### src/rtl/shift_pkg.sv
// Shared definitions for the shift execution unit: op encodings, op field
// positions and default datapath widths.
package shift_pkg;

    localparam int SHIFT_W     = 32;
    localparam int SHIFT_TAG_W = 7;

    localparam int OP_RIGHT_BIT = 0;
    localparam int OP_ARITH_BIT = 1;

    // 2'b10 is not a distinct op; the unit treats it as a left shift.
    localparam logic [1:0] SHOP_SLL = 2'b00;
    localparam logic [1:0] SHOP_SRL = 2'b01;
    localparam logic [1:0] SHOP_SRA = 2'b11;

endpackage

### src/rtl/shift_exec_shf.sv
// Combinational barrel shifter. Left shifts reuse the right-shift datapath
// by bit-reversing the operand before and the result after the shift.
module shf #(
    parameter int W     = 32,
    parameter bit RIGHT = 1'b1,
    localparam int SW   = $clog2(W)
) (
    input  logic [W-1:0]  a,
    input  logic [SW-1:0] b,
    input  logic          sgn,
    output logic [W-1:0]  y
);

    logic [W-1:0] src;
    logic [W-1:0] shifted;
    logic [W-1:0] fill_mask;
    logic         fill;

    // The sign fill is taken from the original MSB; a left instance has sgn tied low.
    always_comb begin
        src = '0;
        y   = '0;
        for (int i = 0; i < W; i++) begin
            src[i] = RIGHT ? a[i] : a[W-1-i];
        end
        fill      = sgn & a[W-1];
        fill_mask = ~({W{1'b1}} >> b);
        shifted   = (src >> b) | (fill ? fill_mask : '0);
        for (int i = 0; i < W; i++) begin
            y[i] = RIGHT ? shifted[i] : shifted[W-1-i];
        end
    end

endmodule

### src/rtl/shift_exec.sv
// Two-stage pipelined shift unit: S1 registers the issued operands, S2
// registers the shifted result and presents it to writeback over valid/ready.
module shift_exec
    import shift_pkg::*;
#(
    parameter int W     = SHIFT_W,
    parameter int TAG_W = SHIFT_TAG_W
) (
    input  logic                 clk,
    input  logic                 rst,
    input  logic                 flush,
    input  logic                 req_valid,
    output logic                 req_ready,
    input  logic [1:0]           req_op,
    input  logic [TAG_W-1:0]     req_tag,
    input  logic [W-1:0]         req_a,
    input  logic [$clog2(W)-1:0] req_b,
    output logic                 result_valid,
    input  logic                 result_ready,
    output logic [TAG_W-1:0]     result_tag,
    output logic [W-1:0]         result_value
);

    logic                 s1_valid;
    logic [1:0]           s1_op;
    logic [TAG_W-1:0]     s1_tag;
    logic [W-1:0]         s1_a;
    logic [$clog2(W)-1:0] s1_b;

    logic                 s2_valid;
    logic [TAG_W-1:0]     s2_tag;
    logic [W-1:0]         s2_value;

    logic                 s2_free;
    logic                 advance;
    logic                 accept;
    logic [W-1:0]         left_y;
    logic [W-1:0]         right_y;

    // req_ready is combinational from result_ready so a draining S2 frees a slot the same cycle.
    assign s2_free   = !s2_valid || result_ready;
    assign advance   = s1_valid && s2_free;
    assign req_ready = !flush && (!s1_valid || s2_free);
    assign accept    = req_valid && req_ready;

    shf #(.W(W), .RIGHT(1'b0)) lshf_u (
        .a   (s1_a),
        .b   (s1_b),
        .sgn (1'b0),
        .y   (left_y)
    );

    shf #(.W(W), .RIGHT(1'b1)) rshf_u (
        .a   (s1_a),
        .b   (s1_b),
        .sgn (s1_op[OP_ARITH_BIT]),
        .y   (right_y)
    );

    // S1 operand registers carry no reset; s1_valid qualifies them.
    always_ff @(posedge clk) begin
        if (accept) begin
            s1_op  <= req_op;
            s1_tag <= req_tag;
            s1_a   <= req_a;
            s1_b   <= req_b;
        end
    end

    // Reset beats flush, flush beats any accept/advance/drain in the same cycle.
    always_ff @(posedge clk) begin
        if (rst) begin
            s1_valid <= 1'b0;
            s2_valid <= 1'b0;
            s2_tag   <= '0;
            s2_value <= '0;
        end else if (flush) begin
            s1_valid <= 1'b0;
            s2_valid <= 1'b0;
        end else begin
            if (accept) begin
                s1_valid <= 1'b1;
            end else if (advance) begin
                s1_valid <= 1'b0;
            end

            if (advance) begin
                s2_valid <= 1'b1;
                s2_tag   <= s1_tag;
                s2_value <= s1_op[OP_RIGHT_BIT] ? right_y : left_y;
            end else if (s2_valid && result_ready) begin
                s2_valid <= 1'b0;
            end
        end
    end

    assign result_valid = s2_valid;
    assign result_tag   = s2_tag;
    assign result_value = s2_value;

endmodule

### config.mk
export PLATFORM = sky130hd
export DESIGN_NAME = shift_exec
export DESIGN_NICKNAME = d
export VERILOG_FILES = /design/src/rtl/shift_pkg.sv /design/src/rtl/shift_exec_shf.sv /design/src/rtl/shift_exec.sv
export SDC_FILE = /design/constraint.sdc
export NUM_CORES = 1
export LEC_CHECK = 0
export CAP_MARGIN = 20
export CORE_MARGIN = 1.5
export CORE_UTILIZATION = 27
export CTS_CLUSTER_SIZE = 30
export DETAILED_ROUTE_END_ITERATION = 6
export REMOVE_ABC_BUFFERS = 1
export SETUP_SLACK_MARGIN = 0.4
export SYNTH_ARGS = -nofsm -noshare
export SYNTH_HDL_FRONTEND = slang
export SYNTH_HIERARCHICAL = 1
export SYNTH_SLANG_ARGS = --single-unit
### constraint.sdc
create_clock -name clk -period 6.4 [get_ports clk]
set_input_delay 0.96 -clock clk [delete_from_list [all_inputs] [get_ports clk]]
set_output_delay 0.96 -clock clk [all_outputs]
set_load 0.02 [all_outputs]
==> metrics.txt, run 1 <==
Crit Path Category primary input to output port; Max Cap Violations 0; row cnt 63; # setup viols final 0; Avg WL per Cell 22.0 um; TNS Setup 0 ns; die area 30,900 um2; CORE AREA 29,500 um2; fin crit share 56.6%; CP required 5.44 ns; fin. max-slew vios 0; predominant post-synthesis flop cell edfxtp_1; WP buf/inv 2; layout overhead on the synthesized area 17.5%; CP Max Fanout 11; met3 wire length 2050 um; DR vias/cell 5.78; Initial Utilization 27.3%; hold buffer count at cts 0; GP Congestion 0.919; Max transition margin 35.5%; Hold Crit Class flop to flop; initial antenna violation count 0; CTS tree yes; largest family of logic cells by synthesized area multiplexers; complex-gate fraction of the synthesized area 20.3%; CP max stage cell clkdlybuf4s50_1; placed inst area 9140 um2; clock tree buffer depth 2; global route overflow 0; pwr/cell area 196 nW/um2; Seq/Total Area, Yosys 27.4%; # H-tree levels 3; Detail Route Antenna Nets 0; crit path time final 3.62 ns; Async S/R FF share, synth 0%; CP cell instances clkdlybuf4s50_1 -> nor2b_1 -> a21oi_1 -> clkdlybuf4s50_1; clock tree root driver cell clkbuf_16; Final Hold Vio Count 0; Total GRT Usage 17.6%; met2 wire len 11,500 um; largest net degree at the start of global routing 135; Top-Level Pins 92; post-cts sizing count 0; top layer in use met4; Initial DRT Pass Iterations 5; Net count, final 881; 1st-iter DRT viols 763; Yosys top cell area share 18.5%; Largest stage delay, worst path 0.57 ns; status complete, no violations; buffers added on ports 91; post-DP HPWL 19,200 um; simple-gate portion of the synthesized area 10.8%; Remaining DRCs 0; Adder-Cell Fraction of Synth Area 0%; global-route wire length before repair 41,800 um; Commonest cells post-synth mux2i_1 (85), a21oi_1 (73), mux4_2 (66), nand2_1 (56), edfxtp_1 (46); area leader, netlist mux4_2; CP top delay family buffers and inverters; final instance area 9460 um2; clock-pin slew on the worst setup and hold paths 0.07 ns; Synth Area per Inst 10.1 um2; number of synthesized flops with an enable pin 46; Mapped Area 8050 um2; share of cells above drive strength 1 17.5%; CTS buffer count 9; Syn. warnings 6; most common cell in the netlist mux2i_1; Die Span X 176 um; Max Freq 276 MHz; critical path data arrival time 2.66 ns; Place WS 2.75 ns; via count 7,084; worst setup margin 2.78 ns; vias in the first global route 6,739; fin util 32.1%; Post CTS Setup Buffer Count 0; mux contribution to synthesized area 35.6%; #FFs+latches synth 87; WL final 27,000 um; clock latency on the worst-skew pair 0.35 ns; Leakage 0.00320 uW; xor and xnor area share after synthesis 0%; dpl cells 1,208; CP endpoint kind output port; RSZ-0062 raised after global routing false; metal1 wirelength 12,300 um; slew at the pin closest to its max-slew limit 0.964 ns; clk sinks 87; CP dominant cell by count clkdlybuf4s50_1; crit start category primary input; Netlist cell types 70; VDD IR max 129 uV; Die Y 176 um; Inserted Diodes 0; non-filler cells, final 1,225; Cells after Synth 794; ranking of synthesized cells by area mux4_2 (18%), edfxtp_1 (17%), mux2i_1 (11%), dfxtp_1 (10%), mux2_2 (4.6%); clk_skew 0.00820 ns
path summary, 6_finish.rpt:
check	to	startpoint	cells past startpoint	slack [ns]
min	result_tag[0]$_SDFFE_PP0P_	result_tag[0]$_SDFFE_PP0P_	2	0.49
max	req_ready	result_ready	4	2.78
min reg2reg	result_tag[0]$_SDFFE_PP0P_	result_tag[0]$_SDFFE_PP0P_	2	0.49
max reg2reg	result_value[6]$_SDFFE_PP0P_	s1_b[3]$_DFFE_PP_	7	3.11
routing by layer:
metal / GRT usage [%] / vias to the layer above
li1: - / 3243
met1: 25.0 / 3447
met2: 25.4 / 338
met3: 3.74 / 56
met4: 7.66 / 0
met5: 0 / -
sequential cells by signal, summed over array words and instances (netlist names):
register / flops
s1_valid: 1
result_tag: 7
s1_a: 32
s1_op: 2
result_valid: 1
s1_b: 5
s1_tag: 7
result_value: 32
power by group:
part           switching (uW)  internal, uW  leakage (uW)  total, uW
Combinational             358           293       0.00229        650
Sequential               49.1           619      0.000765        668
Clock                     241           293      0.000144        534
Total                     648          1210       0.00320       1850
worst register-to-register path, cell delays in order, from the launching register on:
cell and delay, ns:
edfxtp_1 0.55, buf_4 0.47, clkinv_1 0.63, nor2_1 0.51, nor4_1 0.10, nor4_1 0.50
mux2i_1 0.19, a211oi_1 0.25
area by class of cell:
| type | instances | area [um2] |
|---|---|---|
| multi-input cells | 621 | 5400 |
| repair buffers | 104 | 1050 |
| inverters | 7 | 26.3 |
| clock inverters | 5 | 45.0 |
| flip-flops and latches | 87 | 2200 |
| clock buffers | 11 | 254 |
| fillers | 3012 | 20000 |
| well taps | 390 | 488 |
placed cells by master, fill, tap and decap left out, types with 4 or more instances in the layout:
cell type and instances:
a211oi_1 39, a21oi_1 73, a22oi_1 7, a311o_1 5, a31oi_1 8, and2_1 6, and3_1 6, buf_4 10
clkbuf_16 10, clkdlybuf4s50_1 91, conb_1 6, dfxtp_1 41, edfxtp_1 46, inv_1 5, mux2_2 33, mux2i_1 85
mux4_1 4, mux4_2 66, nand2_1 56, nand2b_1 7, nand3_1 17, nand4_1 5, nor2_1 34, nor2b_1 13
nor3_1 15, o211ai_1 8, o21ai_0 31, o221ai_1 11, o22ai_1 14, o31ai_1 5, o32ai_1 4, or2_2 6
logic make-up (layout without fill, tap and decap cells):
| kind of cell | after synthesis | after routing |
|---|---|---|
| DFF | 87 | 87 |
| AOI/OAI and AO/OA | 244 | 244 |
| muxes | 192 | 192 |
| other | 1 | 6 |
| buffers and inverters | 91 | 127 |
| and+or+nand+nor | 179 | 179 |
metrics by stage:
step / hold WS, ns / power, uW
final: 0.492 / 1850
after global placement: 0.479 / 1310
after floorplan: 0.492 / 1100
after global routing: 0.510 / 1940
after detailed placement: 0.488 / 1310
after CTS: 0.498 / 1860
Power figures use the tool's default switching activity.
==> run 2: changes to the inputs <==
- clock period: 6.4 -> 3.1 ns (I/O delays scaled with it)
==> metrics.txt, run 2 (synthesized netlist as in run 1, its figures left out) <==
status complete, no violations (unchanged); Inserted Diodes 0 (unchanged); most common cell after layout, fill and taps aside clkdlybuf4s50_1 (unchanged); fin crit share 85.0%; die area 30,900 um2 (unchanged); fin. max-slew vios 0 (unchanged); Clk pwr share 28.5% (was 28.8%); slew at the pin closest to its max-slew limit 0.814 ns (was 0.964 ns); GRT met2 Usage 29.2% (was 25.4%); Net Sw Frac 36.5% (was 35.0%); Pint 2510 uW (was 1210 uW); met1 Track Usage GR 26.9% (was 25.0%); Hold Crit Class flop to flop (unchanged); Initial Utilization 27.3% (unchanged); CP endpoint kind flop (was output port); Max Freq 380 MHz; Psw 1440 uW (was 648 uW); vias in the first global route 7,094 (was 6,739); share of cells above drive strength 1 21.7% (was 17.5%); global routing usage on met3 4.05% (was 3.74%); buffers added on ports 91 (unchanged); Die Span X 176 um (unchanged); commonest non-fill, non-tap cells in the layout clkdlybuf4s50_1 (91), mux2i_1 (85), a21oi_1 (73), mux4_2 (66), nand2_1 (56) (unchanged); Leakage 0.00342 uW (was 0.00320 uW); post-DP HPWL 21,600 um (was 19,200 um); 1st-iter DRT viols 1,056 (was 763); global route overflow 0 (unchanged); crit start category flop (was primary input); initial antenna violation count 1 (was 0); clock latency on the worst-skew pair 0.36 ns (was 0.35 ns); Max transition margin 45.6% (was 35.5%); clk sinks 87 (unchanged); gr busiest metal met2 (unchanged); via count 7,548 (was 7,084); DR vias/cell 5.97 (was 5.78); CTS buffer count 9 (unchanged); Die Y 176 um (unchanged); Layout fillers 3,069 (was 3,012); # setup viols final 0 (unchanged); RSZ-0062 raised after global routing true (was false); CTS tree yes (unchanged); clock-pin slew on the worst setup and hold paths 0.08 ns (was 0.07 ns); Reg power frac 35.0% (was 36.1%); Post CTS Setup Buffer Count 0 (unchanged); Final Hold Vio Count 0 (unchanged); Detail Route Antenna Nets 0 (unchanged); CP Max Fanout 32 (was 11); pwr/cell area 402 nW/um2 (was 196 nW/um2); Top-Level Pins 92 (unchanged); Avg WL per Cell 23.6 um (was 22.0 um); VDD IR max 315 uV (was 129 uV); Max Cap Violations 0 (unchanged); # H-tree levels 3 (unchanged); crit path time final 2.63 ns; Total GRT Usage 19.3% (was 17.6%); largest net degree at the start of global routing 47 (was 135); row cnt 63 (unchanged); layout overhead on the synthesized area 22.1% (was 17.5%); final instance area 9830 um2 (was 9460 um2); WL final 29,800 um (was 27,000 um); Initial DRT Pass Iterations 5 (unchanged); clock tree root driver cell clkbuf_16 (unchanged); non-filler cells, final 1,265 (was 1,225); clock tree buffer depth 2 (unchanged); global-route wire length before repair 45,400 um (was 41,800 um); dpl cells 1,249 (was 1,208); placed inst area 9510 um2 (was 9140 um2); CP required 3.37 ns (was 5.44 ns); Net count, final 921 (was 881); clk_skew 0.0196 ns (was 0.00820 ns); GP Congestion 1.02 (was 0.919); critical path data arrival time 2.90 ns (was 2.66 ns); Remaining DRCs 0 (unchanged); CORE AREA 29,500 um2 (unchanged); Crit Path Category flop to flop (was primary input to output port); Logic pwr share 36.5% (was 35.1%)
==> run 2: cell types whose count changed in the layout (fill, tap and decap cells not counted), sizes merged <==
cell,change
clkinv,+1
buf,+40
inv,+1
clkbuf,-2
==> run 2: cell type report <==
| cell class | count | area, um2 | share of cell area [%] |
|---|---|---|---|
| clock inverter | 7 | 72.6 | 0.739 |
| inverter | 7 | 26.3 | 0.267 |
| clock buffer | 9 | 225 | 2.29 |
| tap | 390 | 488 | 4.97 |
| sequential | 87 | 2200 | 22.4 |
| multi-input combinational | 621 | 5410 | 55.1 |
| timing repair buffer | 144 | 1400 | 14.2 |
==> run 2: power by group through the flow <==
stage / Combinational (uW) / Clock [uW] / Sequential (uW)
finish: 1440 / 1130 / 1380
global route: 1510 / 1210 / 1390
CTS: 1400 / 1160 / 1380
detailed placement: 1400 / 0 / 1400
global placement: 1400 / 0 / 1400
floorplan: 796 / 0 / 1480
==> run 2: critical path, cell delays in order (launching register included) <==
cell	delay, ns
edfxtp_1	0.44
buf_12	0.26
buf_4	0.34
mux2i_1	0.42
mux2i_1	0.16
a221oi_2	0.41
buf_4	0.18
mux2i_1	0.08
a211oi_1	0.24
==> run 2: repair_timing <==
action,CTS,global route
resized for setup,0,4
hold buffers,0,0
endpoints found under the setup margin,0,7
==> run 2: worst paths after layout <==
| path | startpoint | endpoint | slack (ns) | depth (start not counted) |
|---|---|---|---|---|
| max | s1_b[0]$_DFFE_PP_ | result_value[13]$_SDFFE_PP0P_ | 0.47 | 8 |
| min | result_tag[0]$_SDFFE_PP0P_ | result_tag[0]$_SDFFE_PP0P_ | 0.48 | 2 |
| max reg2reg | s1_b[0]$_DFFE_PP_ | result_value[13]$_SDFFE_PP0P_ | 0.47 | 8 |
| min reg2reg | result_tag[0]$_SDFFE_PP0P_ | result_tag[0]$_SDFFE_PP0P_ | 0.48 | 2 |
==> run 2: per-stage QoR <==
stage / util, % / hold WS, ns / power (uW) / TNS (ns) / worst slack, ns
final: 33.3 / 0.476 / 3950 / 0 / 0.466
after detailed placement: 32.3 / 0.469 / 2800 / 0 / 0.432
after CTS: 33.3 / 0.482 / 3940 / 0 / 0.408
after global routing: 33.3 / 0.510 / 4110 / 0 / 0.381
after floorplan: - / 0.492 / 2280 / -55.13 / -1.96
after global placement: 32.3 / 0.462 / 2800 / 0 / 0.438
==> run 2: per-layer routing <==
| metal | up-vias | wire (um) |
|---|---|---|
| met5 | - | 16 |
| li1 | 3325 | - |
| met3 | 65 | 2710 |
| met2 | 449 | 13400 |
| met4 | 2 | 1070 |
| met1 | 3707 | 12700 |
==> run 3: changes to the inputs <==
- clock period: 3.1 -> 2.3 ns (I/O delays scaled with it)
==> metrics.txt, run 3 (synthesized netlist as in run 1, its figures left out) <==
CP required 2.54 ns (was 3.37 ns); most common cell after layout, fill and taps aside buf_4 (was clkdlybuf4s50_1); clock latency on the worst-skew pair 0.37 ns (was 0.36 ns); via count 8,336 (was 7,548); Total GRT Usage 20.6% (was 19.3%); Net count, final 1,084 (was 921); CP Max Fanout 7 (was 32); Max transition margin 44.9% (was 45.6%); Top-Level Pins 92 (unchanged); Crit Path Category flop to flop (unchanged); Hold WS 0.476 ns (about the same); clock tree root driver cell clkbuf_16 (unchanged); worst setup margin -0.199 ns (was 0.466 ns); 1st-iter DRT viols 917 (was 1,056); Die Y 176 um (unchanged); dpl cells 1,391 (was 1,249); Max Freq 400 MHz (was 380 MHz); post-DP HPWL 23,900 um (was 21,600 um); Psw 2210 uW (was 1440 uW); clock tree buffer depth 2 (unchanged); Pint 3830 uW (was 2510 uW); Avg WL per Cell 23.0 um (was 23.6 um); worst reg2reg setup slack -0.20 ns (was 0.47 ns); global-route wire length before repair 48,300 um (was 45,400 um); Initial DRT Pass Iterations 5 (unchanged); layout overhead on the synthesized area 46.5% (was 22.1%); Net Sw Frac 36.6% (was 36.5%); commonest non-fill, non-tap cells in the layout buf_4 (174), clkdlybuf4s50_1 (90), a21oi_1 (70), mux2i_1 (70), mux4_2 (69) (was clkdlybuf4s50_1 (91), mux2i_1 (85), a21oi_1 (73), mux4_2 (66), nand2_1 (56)); critical path data arrival time 2.74 ns (was 2.90 ns); initial antenna violation count 0 (was 1); non-filler cells, final 1,428 (was 1,265); fin. max-slew vios 0 (unchanged); fin crit share 109% (was 85.0%); failing checks negative setup slack; VDD IR max 309 uV (was 315 uV); Clk pwr share 25.9% (was 28.5%); row cnt 63 (unchanged); Logic pwr share 43.8% (was 36.5%); # setup viols final 31 (was 0); fin util 40.0% (was 33.3%); buffers added on ports 91 (unchanged); Final Hold Vio Count 0 (unchanged); clock-pin slew on the worst setup and hold paths 0.09 ns (was 0.08 ns); Remaining DRCs 0 (unchanged); CORE AREA 29,500 um2 (unchanged); CTS buffer count 9 (unchanged); Leakage 0.00439 uW (was 0.00342 uW); Layout fillers 2,942 (was 3,069); Die Span X 176 um (unchanged); TNS Setup -2.97 ns (was 0 ns); WL final 32,900 um (was 29,800 um); clk_skew 0.0138 ns (was 0.0196 ns); pwr/cell area 513 nW/um2 (was 402 nW/um2); Hold Crit Class flop to flop (unchanged); crit start category flop (unchanged); Max Cap Violations 0 (unchanged); vias in the first global route 7,862 (was 7,094); # H-tree levels 3 (unchanged); crit path time final 2.50 ns (was 2.63 ns); Reg power frac 30.3% (was 35.0%); clk sinks 87 (unchanged); RSZ-0062 raised after global routing true (unchanged); DR vias/cell 5.84 (was 5.97); global route overflow 0 (unchanged); largest net degree at the start of global routing 47 (unchanged); GP Congestion 0.981 (was 1.02); die area 30,900 um2 (unchanged); Tot Pwr 6040 uW (was 3950 uW); Inserted Diodes 0 (unchanged); Detail Route Antenna Nets 0 (unchanged); CP endpoint kind flop (unchanged); Initial Utilization 27.3% (unchanged); slew at the pin closest to its max-slew limit 0.824 ns (was 0.814 ns); status finished with violations (was complete, no violations); share of cells above drive strength 1 40.6% (was 21.7%); CTS tree yes (unchanged)
==> run 3: cell types whose count changed in the layout (fill, tap and decap cells not counted), moves of 6 or more <==
cell | before | now
o21ai_0 | 31 | 25
mux2_4 | 2 | 13
mux2i_2 | 1 | 10
o221ai_1 | 11 | 5
o221ai_2 | 0 | 6
mux2i_1 | 85 | 70
mux2_2 | 33 | 22
mux2i_4 | 0 | 6
buf_12 | 7 | 15
buf_4 | 45 | 174
buf_6 | 1 | 18
==> run 3: critical path, cell delays in order (launching register included) <==
cell      delay [ns]
edfxtp_1        0.42
buf_12          0.17
buf_8           0.14
buf_6           0.12
buf_8           0.12
mux4_2          0.37
mux2_4          0.33
o22ai_4         0.20
o22ai_2         0.14
mux2i_2         0.24
a211oi_1        0.10
==> run 3: final timing paths <==
check / end / cells past startpoint / startpoint
worst min-delay path: result_tag[3]$_SDFFE_PP0P_ / 2 / result_tag[3]$_SDFFE_PP0P_
worst max-delay path: result_value[18]$_SDFFE_PP0P_ / 10 / s1_b[1]$_DFFE_PP_
worst max register to register: result_value[18]$_SDFFE_PP0P_ / 10 / s1_b[1]$_DFFE_PP_
worst min register to register: result_tag[3]$_SDFFE_PP0P_ / 2 / result_tag[3]$_SDFFE_PP0P_
==> run 3: power by group through the flow <==
stage               clock network [uW]  logic [uW]  registers (uW)
detailed placement                   0        2240            1860
global route                      1660        2760            1840
finish                            1570        2650            1830
floorplan                            0        1070            2000
global placement                     0        2240            1860
CTS                               1600        2400            1830
==> run 3: final cells by class <==
| cell class | instances | area (um2) | area share (%) |
|---|---|---|---|
| Clock buffer | 9 | 225 | 1.91 |
| Sequential cell | 87 | 2200 | 18.7 |
| Tap cell | 390 | 488 | 4.14 |
| Clock inverter | 7 | 76.3 | 0.647 |
| Multi-Input combinational cell | 621 | 5860 | 49.7 |
| Inverter | 7 | 33.8 | 0.286 |
| Timing Repair Buffer | 307 | 2910 | 24.7 |
==> run 3: timing repair <==
action | in CTS | in global routing
cloned | 0 | 3
setup buffers | 4 | 14
setup endpoints to repair | 33 | 32
pin swaps | 17 | 35
gates resized for setup | 75 | 77
hold buffers | 0 | 0
==> run 3: layer usage <==
layer	share of wire (%)	wire, um	vias up	track usage [%]
li1	-	-	3649	-
met1	43	14200	4141	28.8
met2	45	14700	463	31.4
met3	8.1	2650	83	3.64
met4	4.1	1330	0	8.19
met5	0	0	-	0
==> run 3: metrics by stage <==
step | setup WS (ns) | area (um2)
2_1_floorplan | -2.76 | 7620
3_3_place_gp | -0.205 | 10600
3_5_place_dp | -0.204 | 10600
4_1_cts | -0.0843 | 11300
5_1_grt | -0.242 | 11800
6_report | -0.199 | 11800
